File: src/rtl/div_pkg.sv
// Shared types and constants for the seq_divider16 restoring divider.
// The FIX state only exists when SEQ_DIV_SIGNED_EN is defined.
package div_pkg;

    localparam int          WIDTH_C  = 16;
    localparam logic [15:0] DBZ_QUOT = 16'hFFFF;

    typedef enum logic [1:0] {
        S_IDLE = 2'd0,
        S_RUN  = 2'd1,
        S_DONE = 2'd2,
        S_FIX  = 2'd3
    } state_e;

    function automatic logic [15:0] neg16(input logic [15:0] x);
        return ~x + 16'd1;
    endfunction

endpackage

File: src/rtl/bk_sub17.sv
// 17-bit Brent-Kung prefix subtractor: diff = a + ~b + 1, borrow = no carry out.
module bk_sub17 (
    input  logic [16:0] a,
    input  logic [16:0] b,
    output logic [16:0] diff,
    output logic        borrow
);

    logic [16:0] gen;
    logic [16:0] prop;
    logic [16:0] grp_gen;
    logic [16:0] carry_in;

    // Up-sweep builds spans at 2^k-1, down-sweep fills in the remaining prefixes.
    function automatic logic [16:0] bk_prefix(input logic [16:0] g_in, input logic [16:0] p_in);
        logic [16:0] gg;
        logic [16:0] pp;
        gg = g_in;
        pp = p_in;
        for (int d = 1; d < 17; d = d * 2) begin
            for (int i = 2 * d - 1; i < 17; i = i + 2 * d) begin
                gg[i] = gg[i] | (pp[i] & gg[i-d]);
                pp[i] = pp[i] & pp[i-d];
            end
        end
        for (int d = 8; d > 0; d = d / 2) begin
            for (int i = 3 * d - 1; i < 17; i = i + 2 * d) begin
                gg[i] = gg[i] | (pp[i] & gg[i-d]);
                pp[i] = pp[i] & pp[i-d];
            end
        end
        return gg;
    endfunction

    assign gen  = a & ~b;
    assign prop = a ^ ~b;

    // The +1 carry-in is folded into bit 0 so the tree needs no extra level.
    assign grp_gen  = bk_prefix({gen[16:1], gen[0] | prop[0]}, prop);
    assign carry_in = {grp_gen[15:0], 1'b1};
    assign diff     = prop ^ carry_in;
    assign borrow   = ~grp_gen[16];

endmodule

File: src/rtl/seq_divider16.sv
// Multi-cycle restoring divider, one quotient bit per clock through bk_sub17.
// Define SEQ_DIV_SIGNED_EN to add the is_signed port and the FIX state.
module seq_divider16
    import div_pkg::*;
#(
    parameter int WIDTH = WIDTH_C,
    parameter int CNT_W = 5
) (
`ifdef SEQ_DIV_SIGNED_EN
    input  logic             is_signed,
`endif
    input  logic             clk,
    input  logic             rst,
    input  logic             in_valid,
    output logic             in_ready,
    input  logic [WIDTH-1:0] dividend,
    input  logic [WIDTH-1:0] divisor,
    output logic             out_valid,
    input  logic             out_ready,
    output logic [WIDTH-1:0] quotient,
    output logic [WIDTH-1:0] remainder,
    output logic             div_by_zero,
    output logic             busy
);

    state_e           state_q, state_d;
    logic [CNT_W-1:0] cnt_q, cnt_d;
    logic [WIDTH-1:0] p_q, p_d;
    logic [WIDTH-1:0] q_q, q_d;
    logic [WIDTH-1:0] dvsr_q, dvsr_d;
    logic [WIDTH-1:0] quot_q, quot_d;
    logic [WIDTH-1:0] rem_q, rem_d;
    logic             dbz_q, dbz_d;
    logic             dbz_out_q, dbz_out_d;
    logic             in_ready_q, in_ready_d;
    logic             out_valid_q, out_valid_d;
    logic             busy_q, busy_d;
`ifdef SEQ_DIV_SIGNED_EN
    logic             sgn_q, sgn_d;
    logic             neg_quot_q, neg_quot_d;
    logic             neg_rem_q, neg_rem_d;
`endif

    logic [16:0] sub_diff;
    logic        sub_borrow;
    logic        sub_unused;

    bk_sub17 u_sub (
        .a      ({p_q, q_q[WIDTH-1]}),
        .b      ({1'b0, dvsr_q}),
        .diff   (sub_diff),
        .borrow (sub_borrow)
    );

    // The kept remainder is always below the divisor, so bit 16 is never needed.
    assign sub_unused = sub_diff[16];

    always_comb begin
        state_d     = state_q;
        cnt_d       = cnt_q;
        p_d         = p_q;
        q_d         = q_q;
        dvsr_d      = dvsr_q;
        quot_d      = quot_q;
        rem_d       = rem_q;
        dbz_d       = dbz_q;
        dbz_out_d   = dbz_out_q;
        in_ready_d  = in_ready_q;
        out_valid_d = out_valid_q;
        busy_d      = busy_q;
`ifdef SEQ_DIV_SIGNED_EN
        sgn_d       = sgn_q;
        neg_quot_d  = neg_quot_q;
        neg_rem_d   = neg_rem_q;
`endif
        case (state_q)
            S_IDLE: begin
                if (in_valid && in_ready_q) begin
                    state_d    = S_RUN;
                    in_ready_d = 1'b0;
                    busy_d     = 1'b1;
                    p_d        = '0;
                    dbz_d      = (divisor == '0);
                    // Divide-by-zero takes one pass through RUN with no iterations.
                    cnt_d      = (divisor == '0) ? '0 : CNT_W'(WIDTH);
                    q_d        = dividend;
                    dvsr_d     = divisor;
`ifdef SEQ_DIV_SIGNED_EN
                    sgn_d      = is_signed;
                    neg_quot_d = is_signed && (dividend[WIDTH-1] ^ divisor[WIDTH-1]);
                    neg_rem_d  = is_signed && dividend[WIDTH-1];
                    if (is_signed && divisor != '0) begin
                        q_d    = dividend[WIDTH-1] ? neg16(dividend) : dividend;
                        dvsr_d = divisor[WIDTH-1] ? neg16(divisor) : divisor;
                    end
`endif
                end
            end
            S_RUN: begin
                if (cnt_q != '0) begin
                    cnt_d = cnt_q - 1'b1;
                    p_d   = sub_borrow ? {p_q[WIDTH-2:0], q_q[WIDTH-1]} : sub_diff[WIDTH-1:0];
                    q_d   = {q_q[WIDTH-2:0], ~sub_borrow};
                end else if (dbz_q) begin
                    state_d     = S_DONE;
                    quot_d      = DBZ_QUOT;
                    rem_d       = q_q;
                    dbz_out_d   = 1'b1;
                    out_valid_d = 1'b1;
`ifdef SEQ_DIV_SIGNED_EN
                end else if (sgn_q) begin
                    state_d     = S_FIX;
`endif
                end else begin
                    state_d     = S_DONE;
                    quot_d      = q_q;
                    rem_d       = p_q;
                    dbz_out_d   = 1'b0;
                    out_valid_d = 1'b1;
                end
            end
`ifdef SEQ_DIV_SIGNED_EN
            S_FIX: begin
                state_d     = S_DONE;
                quot_d      = neg_quot_q ? neg16(q_q) : q_q;
                rem_d       = neg_rem_q ? neg16(p_q) : p_q;
                dbz_out_d   = 1'b0;
                out_valid_d = 1'b1;
            end
`endif
            S_DONE: begin
                if (out_ready) begin
                    state_d     = S_IDLE;
                    out_valid_d = 1'b0;
                    in_ready_d  = 1'b1;
                    busy_d      = 1'b0;
                end
            end
            default: begin
                state_d     = S_IDLE;
                out_valid_d = 1'b0;
                in_ready_d  = 1'b1;
                busy_d      = 1'b0;
            end
        endcase
    end

    always_ff @(posedge clk) begin
        if (rst) begin
            state_q     <= S_IDLE;
            cnt_q       <= '0;
            p_q         <= '0;
            q_q         <= '0;
            dvsr_q      <= '0;
            quot_q      <= '0;
            rem_q       <= '0;
            dbz_q       <= 1'b0;
            dbz_out_q   <= 1'b0;
            in_ready_q  <= 1'b1;
            out_valid_q <= 1'b0;
            busy_q      <= 1'b0;
`ifdef SEQ_DIV_SIGNED_EN
            sgn_q       <= 1'b0;
            neg_quot_q  <= 1'b0;
            neg_rem_q   <= 1'b0;
`endif
        end else begin
            state_q     <= state_d;
            cnt_q       <= cnt_d;
            p_q         <= p_d;
            q_q         <= q_d;
            dvsr_q      <= dvsr_d;
            quot_q      <= quot_d;
            rem_q       <= rem_d;
            dbz_q       <= dbz_d;
            dbz_out_q   <= dbz_out_d;
            in_ready_q  <= in_ready_d;
            out_valid_q <= out_valid_d;
            busy_q      <= busy_d;
`ifdef SEQ_DIV_SIGNED_EN
            sgn_q       <= sgn_d;
            neg_quot_q  <= neg_quot_d;
            neg_rem_q   <= neg_rem_d;
`endif
        end
    end

    assign in_ready    = in_ready_q;
    assign out_valid   = out_valid_q;
    assign quotient    = quot_q;
    assign remainder   = rem_q;
    assign div_by_zero = dbz_out_q;
    assign busy        = busy_q;

endmodule
File: config.mk
export PLATFORM = sky130hd
export DESIGN_NAME = seq_divider16
export DESIGN_NICKNAME = d
export VERILOG_FILES = /design/src/rtl/div_pkg.sv /design/src/rtl/bk_sub17.sv /design/src/rtl/seq_divider16.sv
export SDC_FILE = /design/constraint.sdc
export NUM_CORES = 1
export LEC_CHECK = 0
export CORE_ASPECT_RATIO = 0.5
export CORE_MARGIN = 5
export CORE_UTILIZATION = 40
export DETAILED_ROUTE_END_ITERATION = 10
export GPL_TIMING_DRIVEN = 0
export PLACE_DENSITY_LB_ADDON = 0.1
export SYNTH_ARGS = -nofsm -noshare
export SYNTH_HDL_FRONTEND = slang
export SYNTH_SLANG_ARGS = --single-unit
export TNS_END_PERCENT = 20
File: constraint.sdc
create_clock -name clk -period 5.2 [get_ports clk]
set_clock_uncertainty 0.15 [all_clocks]
set_input_delay 0.52 -clock clk [delete_from_list [all_inputs] [get_ports clk]]
set_output_delay 0.52 -clock clk [all_outputs]
set_load 0.02 [all_outputs]
# After elaboration in Yosys (flattened, before gate mapping)
# Index checks and enable logic that the tools add are counted.
[totals] regBits=92 in_bits=36 out_inout_bits=36 elab_cells=129
[classes] add_sub_neg=1 n_eq_ne=6 mux=26 bitwise=73 n_reduce_logical=11
[ops] cell="$mux 16" count=7
[ops] cell="$pmux 16 s2" count=2
[ops] cell="$and 1x1->1" count=38
[ops] cell="$or 1x1->1" count=28
[ops] cell="$and 17x17->17" count=1
[ops] cell="$not 16->17" count=1
[ops] cell="$xor 17x17->17" count=1
[ops] cell="$logic_not 16->1" count=1
[ops] cell="$xor 16x16->16" count=1
[ops] cell="$mux 5" count=3
[ops] cell="$reduce_and 3->1" count=4
[ops] cell="$pmux 5 s2" count=1
[ops] cell="$pmux 1 s3" count=3
[ops] cell="$ne 2x2->1 const B" count=4
[ops] cell="$mux 1" count=6
[ops] cell="$mux 2" count=3
[ops] cell="$pmux 2 s3" count=1
[ops] cell="$reduce_bool 5->1" count=1
[ops] cell="$sub 5x1->5 const B" count=1
[ops] cell="$reduce_and 2->1" count=2
[ops] cell="$not 1->1" count=3
[ops] cell="$eq 2x1->1 const B" count=1
[ops] cell="$eq 2x2->1 const B" count=1
[ops] cell="$logic_not 2->1" count=1
[ops] cell="2 further kinds" count=2

# Depth between registers and ports, before layout
[logic_depth] word_depth=19 mapped_depth=13 depth_no_buf=13

# Cells and area by module
# Synthesis repeated with hierarchy kept, for this count alone.
[hier_totals] cells_unflattened=555 area_unflattened_um2=4593.2
[modules_own_cells] mod="seq_divider16" n_inst=1 cells_each=467 area_each_um2=3867.5 seq_area_each_um2=1841.8
[modules_own_cells] mod="bk_sub17" n_inst=1 cells_each=88 area_each_um2=725.7 seq_area_each_um2=0.0

# Worst setup path before layout
# Ideal clock, no wire load.
[synth_timing] path_kind="register to register" start="register q_q[15]" end="register p_q[14]" setup_ns=0.122 arrival_ns=2.687 required_ns=4.928 setup_slack_ns=2.242 path_stages_with_launch=13 n_path_buf=0 period_less_slack_ns=2.958 cell_sequence="dfxtp_1 -> inv_1 -> ha_1 -> fa_1 -> nand2b_1 -> a21oi_2 -> o2111ai_2 -> and2_2 -> o21a_1 -> o21ai_0 -> fa_1 -> mux2i_1 -> o21ai_1"
[synth_via] elab_chain_cells=16 word_cells_on_any_way=21 cone_classes="mux (3); bitwise (18)"
[synth_lines] item="from (decl)" line_no="seq_divider16.sv:29" text="logic [WIDTH-1:0] q_q, q_d;"
[synth_lines] item="from (signal assigned)" line_no="seq_divider16.sv:171" text="q_q <= q_d;"
[synth_lines] item="$and 17x17->17 / $xor 17x17->17 (equally long branches)" line_no="bk_sub17.sv:35, bk_sub17.sv:36"
[synth_lines] item="$or 1x1->1 *" line_no="bk_sub17.sv:39" text="assign grp_gen = bk_prefix({gen[16:1], gen[0] | prop[0]}, prop);"
[synth_lines] item="$and 1x1->1 *" line_no="bk_sub17.sv:22" text="gg[i] = gg[i] | (pp[i] & gg[i-d]);"
[synth_lines] item="$or 1x1->1 *" line_no="bk_sub17.sv:22"
[synth_lines] item="$and 1x1->1 *" line_no="bk_sub17.sv:22"
[synth_lines] item="$or 1x1->1 *" line_no="bk_sub17.sv:22"
[synth_lines] item="$and 1x1->1 *" line_no="bk_sub17.sv:22"
[synth_lines] item="$or 1x1->1 *" line_no="bk_sub17.sv:22"
[synth_lines] item="$and 1x1->1" line_no="bk_sub17.sv:28" text="gg[i] = gg[i] | (pp[i] & gg[i-d]);"
[synth_lines] item="$or 1x1->1" line_no="bk_sub17.sv:28"
[synth_lines] item="$and 1x1->1" line_no="bk_sub17.sv:28"
[synth_lines] item="$or 1x1->1" line_no="bk_sub17.sv:28"
[synth_lines] item="$xor 16x16->16" line_no="bk_sub17.sv:41" text="assign diff = prop ^ carry_in;"
[synth_lines] item="$mux 16 *" line_no="seq_divider16.sv:102" text="p_d = sub_borrow ? {p_q[WIDTH-2:0], q_q[WIDTH-1]} : sub_diff[WIDTH-1:0];"
[synth_lines] item="$mux 16 *" line_no="seq_divider16.sv:100" text="if (cnt_q != '0) begin"
[synth_lines] item="$pmux 16 s2 *" line_no="seq_divider16.sv:76" text="case (state_q)"
[synth_lines] item="to (signal assigned)" line_no="seq_divider16.sv:170" text="p_q <= p_d;"
[synth_lines] item="to (decl)" line_no="seq_divider16.sv:28" text="logic [WIDTH-1:0] p_q, p_d;"
# Every way passes the cells marked *; elsewhere a longest branch is shown, timed or not. The select of a mux whose other input is x is not followed.
# A chain may end at the register's enable or synchronous reset.

# Worst setup path after layout
# Ends and elaborated chain as after synthesis.

==> impl_metrics.toml <==
[finish]
multiInputGateArea_mm2 = 0.00232
layout.filler_cells = 1052
mostFrequentLayoutCells = "94 x sky130_fd_sc_hd__nand2_1, 92 x sky130_fd_sc_hd__dfxtp_1, 70 x sky130_fd_sc_hd__clkdlybuf4s50_1"
nets = 666
mostFrequentLayoutCell = "sky130_fd_sc_hd__nand2_1"
ff_latch_area_mm2 = 0.00184
num_antenna_cells = 0
drive_above_1_share_pct = 5.25
syn2layout_area_growth_pct = 27.7

[clocking]
postCtsSetupRepairBufs = 0
cts_tree = "yes"
cts_hold_buffers = 0
numClockSinks = 92
tritoncts.num_buffers = 9
clk_latency_ns = 0.35
ctsHtreeMaxLevel = 3
cts.reportedPaths.clkPinSlew_ns = 0.07
cts-root-buf = "sky130_fd_sc_hd__clkbuf_16"
cts_repair_resize_count = 0
clockBufferDepth = 2

[floorplanning]
core_area_mm2 = 0.0108
die_w_um = 158
start_util_pct = 40.5
floorplan.die.height_um = 84.1
fp-row-count = 27
dieArea_mm2 = 0.0133
num_io_pins = 72

[routing]
routed-via-count = 3854
drt_first_iter_violations = 236
totalWireLength_um = 11900
via_per_inst = 5.10
detail_route.drc_violations = 0
wire_per_inst_um = 15.8
detailedRoute.firstPassIterationCount = 6
drtAntennaViolNets = 0

[yosys]
synth-seq-cells = 92
synth-async-reset-ratio_pct = 0
syn-num-nets = 585
syn-instance-count = 524
synth_cell_types = 39
ys_warn_count = 0
synthesis.area_mm2 = 0.00439
number_of_synthesized_flops_with_an_enable_pin = 0
seq_area_frac_synth_pct = 42.0
synth_area_per_cell_um2 = 8.37
ys.flop_type = "sky130_fd_sc_hd__dfxtp_1"

[timing]
relSlewSlack_pct = 51.0
finalHoldWorstSlack_ns = 0.306
worst-slew-pin-transition_ns = 0.733
finalCritPeriodShare_pct = 63.9
layout_min_cycle_time_ns = 3.32
finalHoldViolations = 0
final_critical_path_setup_slack_ns = 1.88
unrepaired_setup_endpoints_after_global_routing = "no"
drv_slew = 0
max_clock_freq_mhz = 301
setup_violating_endpoint_count_in_the_final_report = 0
totalNegativeSetupSlack_ns = 0

[setup_path]
cp.required_ns = 5.28
worst-endpoint-arrival_ns = 3.40
crit_path_start_kind = "flop"
path_class = "reg -> reg"
end_kind = "flop"
critical_path_peak_fanout = 4

[worst_hold_path]
worstHoldPathType = "reg -> reg"

[global_routing]
global_route.usage.total_pct = 18.1
first_global_vias = 3531
grt_first_pass_wirelength_um = 18800
gr-total-overflow = 0
grt_max_degree = 17
initial_antenna_violation_count = 0

[placed_design]
dp_worst_setup_slack_ns = 1.90
place.port_buffers = 70
place.gp.congestion = 0.807
dp_hpwl_um = 9090

[outcome]
outcome = "finished, final reports clean"

[power]
cellPowerDensity_mw_per_mm2 = 365
vdd.ir_drop.worst_mv = 0.153
power.static_leakage_nw = 1.96

[run]
max_cap_violations = 0
## Yosys cell counts (14+ instances only)
library cell | count | area, µm²
sky130_fd_sc_hd__nand2_1 | 94 | 353
sky130_fd_sc_hd__dfxtp_1 | 92 | 1840
sky130_fd_sc_hd__nor2_1 | 61 | 229
sky130_fd_sc_hd__nor3_1 | 37 | 185
sky130_fd_sc_hd__a21oi_1 | 33 | 165
sky130_fd_sc_hd__clkbuf_1 | 29 | 109
sky130_fd_sc_hd__mux2i_1 | 26 | 260
sky130_fd_sc_hd__inv_1 | 24 | 90.1
sky130_fd_sc_hd__a211oi_1 | 17 | 128
sky130_fd_sc_hd__ha_1 | 17 | 213
sky130_fd_sc_hd__a311oi_1 | 15 | 131
sky130_fd_sc_hd__o21ai_0 | 14 | 70.1
## path summary, 6_finish.rpt
path | start | to | slack, ns | cells past startpoint
worst max register to register | q_q[15]$_SDFFE_PP0P_ | p_q[14]$_SDFFE_PP0P_ | 1.88 | 12
worst max-delay path | q_q[15]$_SDFFE_PP0P_ | p_q[14]$_SDFFE_PP0P_ | 1.88 | 12
worst min register to register | dvsr_q[11]$_SDFFE_PP0P_ | dvsr_q[11]$_SDFFE_PP0P_ | 0.31 | 2
worst min-delay path | dvsr_q[11]$_SDFFE_PP0P_ | dvsr_q[11]$_SDFFE_PP0P_ | 0.31 | 2
## metal layers
layer | part of all wire [%] | track usage (%)
met1 | 53 | 28.4
met2 | 40 | 24.9
met3 | 6.0 | 4.19
met4 | 1.1 | 3.33
met5 | 0 | 0
## power breakdown
| group | internal [mW] | switching [mW] |
|---|---|---|
| sequential | 0.767 | 0.0557 |
| combinational | 0.222 | 0.270 |
| clock | 0.439 | 0.292 |
## layout make-up
cell class	count	area share, %
timing repair buffer	70	12.5
multi-input combinational	375	41.5
clock buffer	10	4.27
buffer	33	2.37
clock inverter	6	1.67
tap	145	3.24
sequential	92	32.9
inverter	24	1.61
## kinds of logic (layout without fill, tap and decap cells)
logic type,after synthesis,in the layout,synth area share [%]
compound gates,96,96,14.4
xor+xnor,9,9,1.80
fa+ha+maj,25,25,8.50
buf+inv,57,143,5.08
flops,92,92,42.0
mux,32,32,7.47
simple gates,213,213,20.8
## registers in the layout, indices dropped and copies added, names as in the netlist
name and flops:
remainder 16, state_q 2, out_valid 1, q_q 16, in_ready 1, dbz_q 1, busy 1, div_by_zero 1
dvsr_q 16, cnt_q 5, quotient 16, p_q 16
## critical path, stage by stage (launching register included)
cell and delay [ns]:
sky130_fd_sc_hd__dfxtp_1 0.42, sky130_fd_sc_hd__inv_1 0.09, sky130_fd_sc_hd__ha_1 0.21, sky130_fd_sc_hd__fa_1 0.41, sky130_fd_sc_hd__nand2b_1 0.19, sky130_fd_sc_hd__a21oi_2 0.18, sky130_fd_sc_hd__o2111ai_2 0.20, sky130_fd_sc_hd__and2_2 0.26
sky130_fd_sc_hd__o21a_1 0.20, sky130_fd_sc_hd__o21ai_0 0.21, sky130_fd_sc_hd__fa_1 0.46, sky130_fd_sc_hd__mux2i_1 0.15, sky130_fd_sc_hd__o21ai_1 0.07
## metrics by stage
stage | cell area, µm² | power [mW] | instances | util, %
2_1_floorplan | 4390 | 1.15 | 524 | -
3_3_place_gp | 5270 | 1.32 | 739 | 48.6
3_5_place_dp | 5270 | 1.33 | 739 | 48.6
4_1_cts | 5600 | 2.06 | 755 | 51.7
5_1_grt | 5600 | 2.14 | 755 | 51.7
6_report | 5600 | 2.05 | 755 | 51.7
Note: power is estimated with default switching activity, not from simulation.
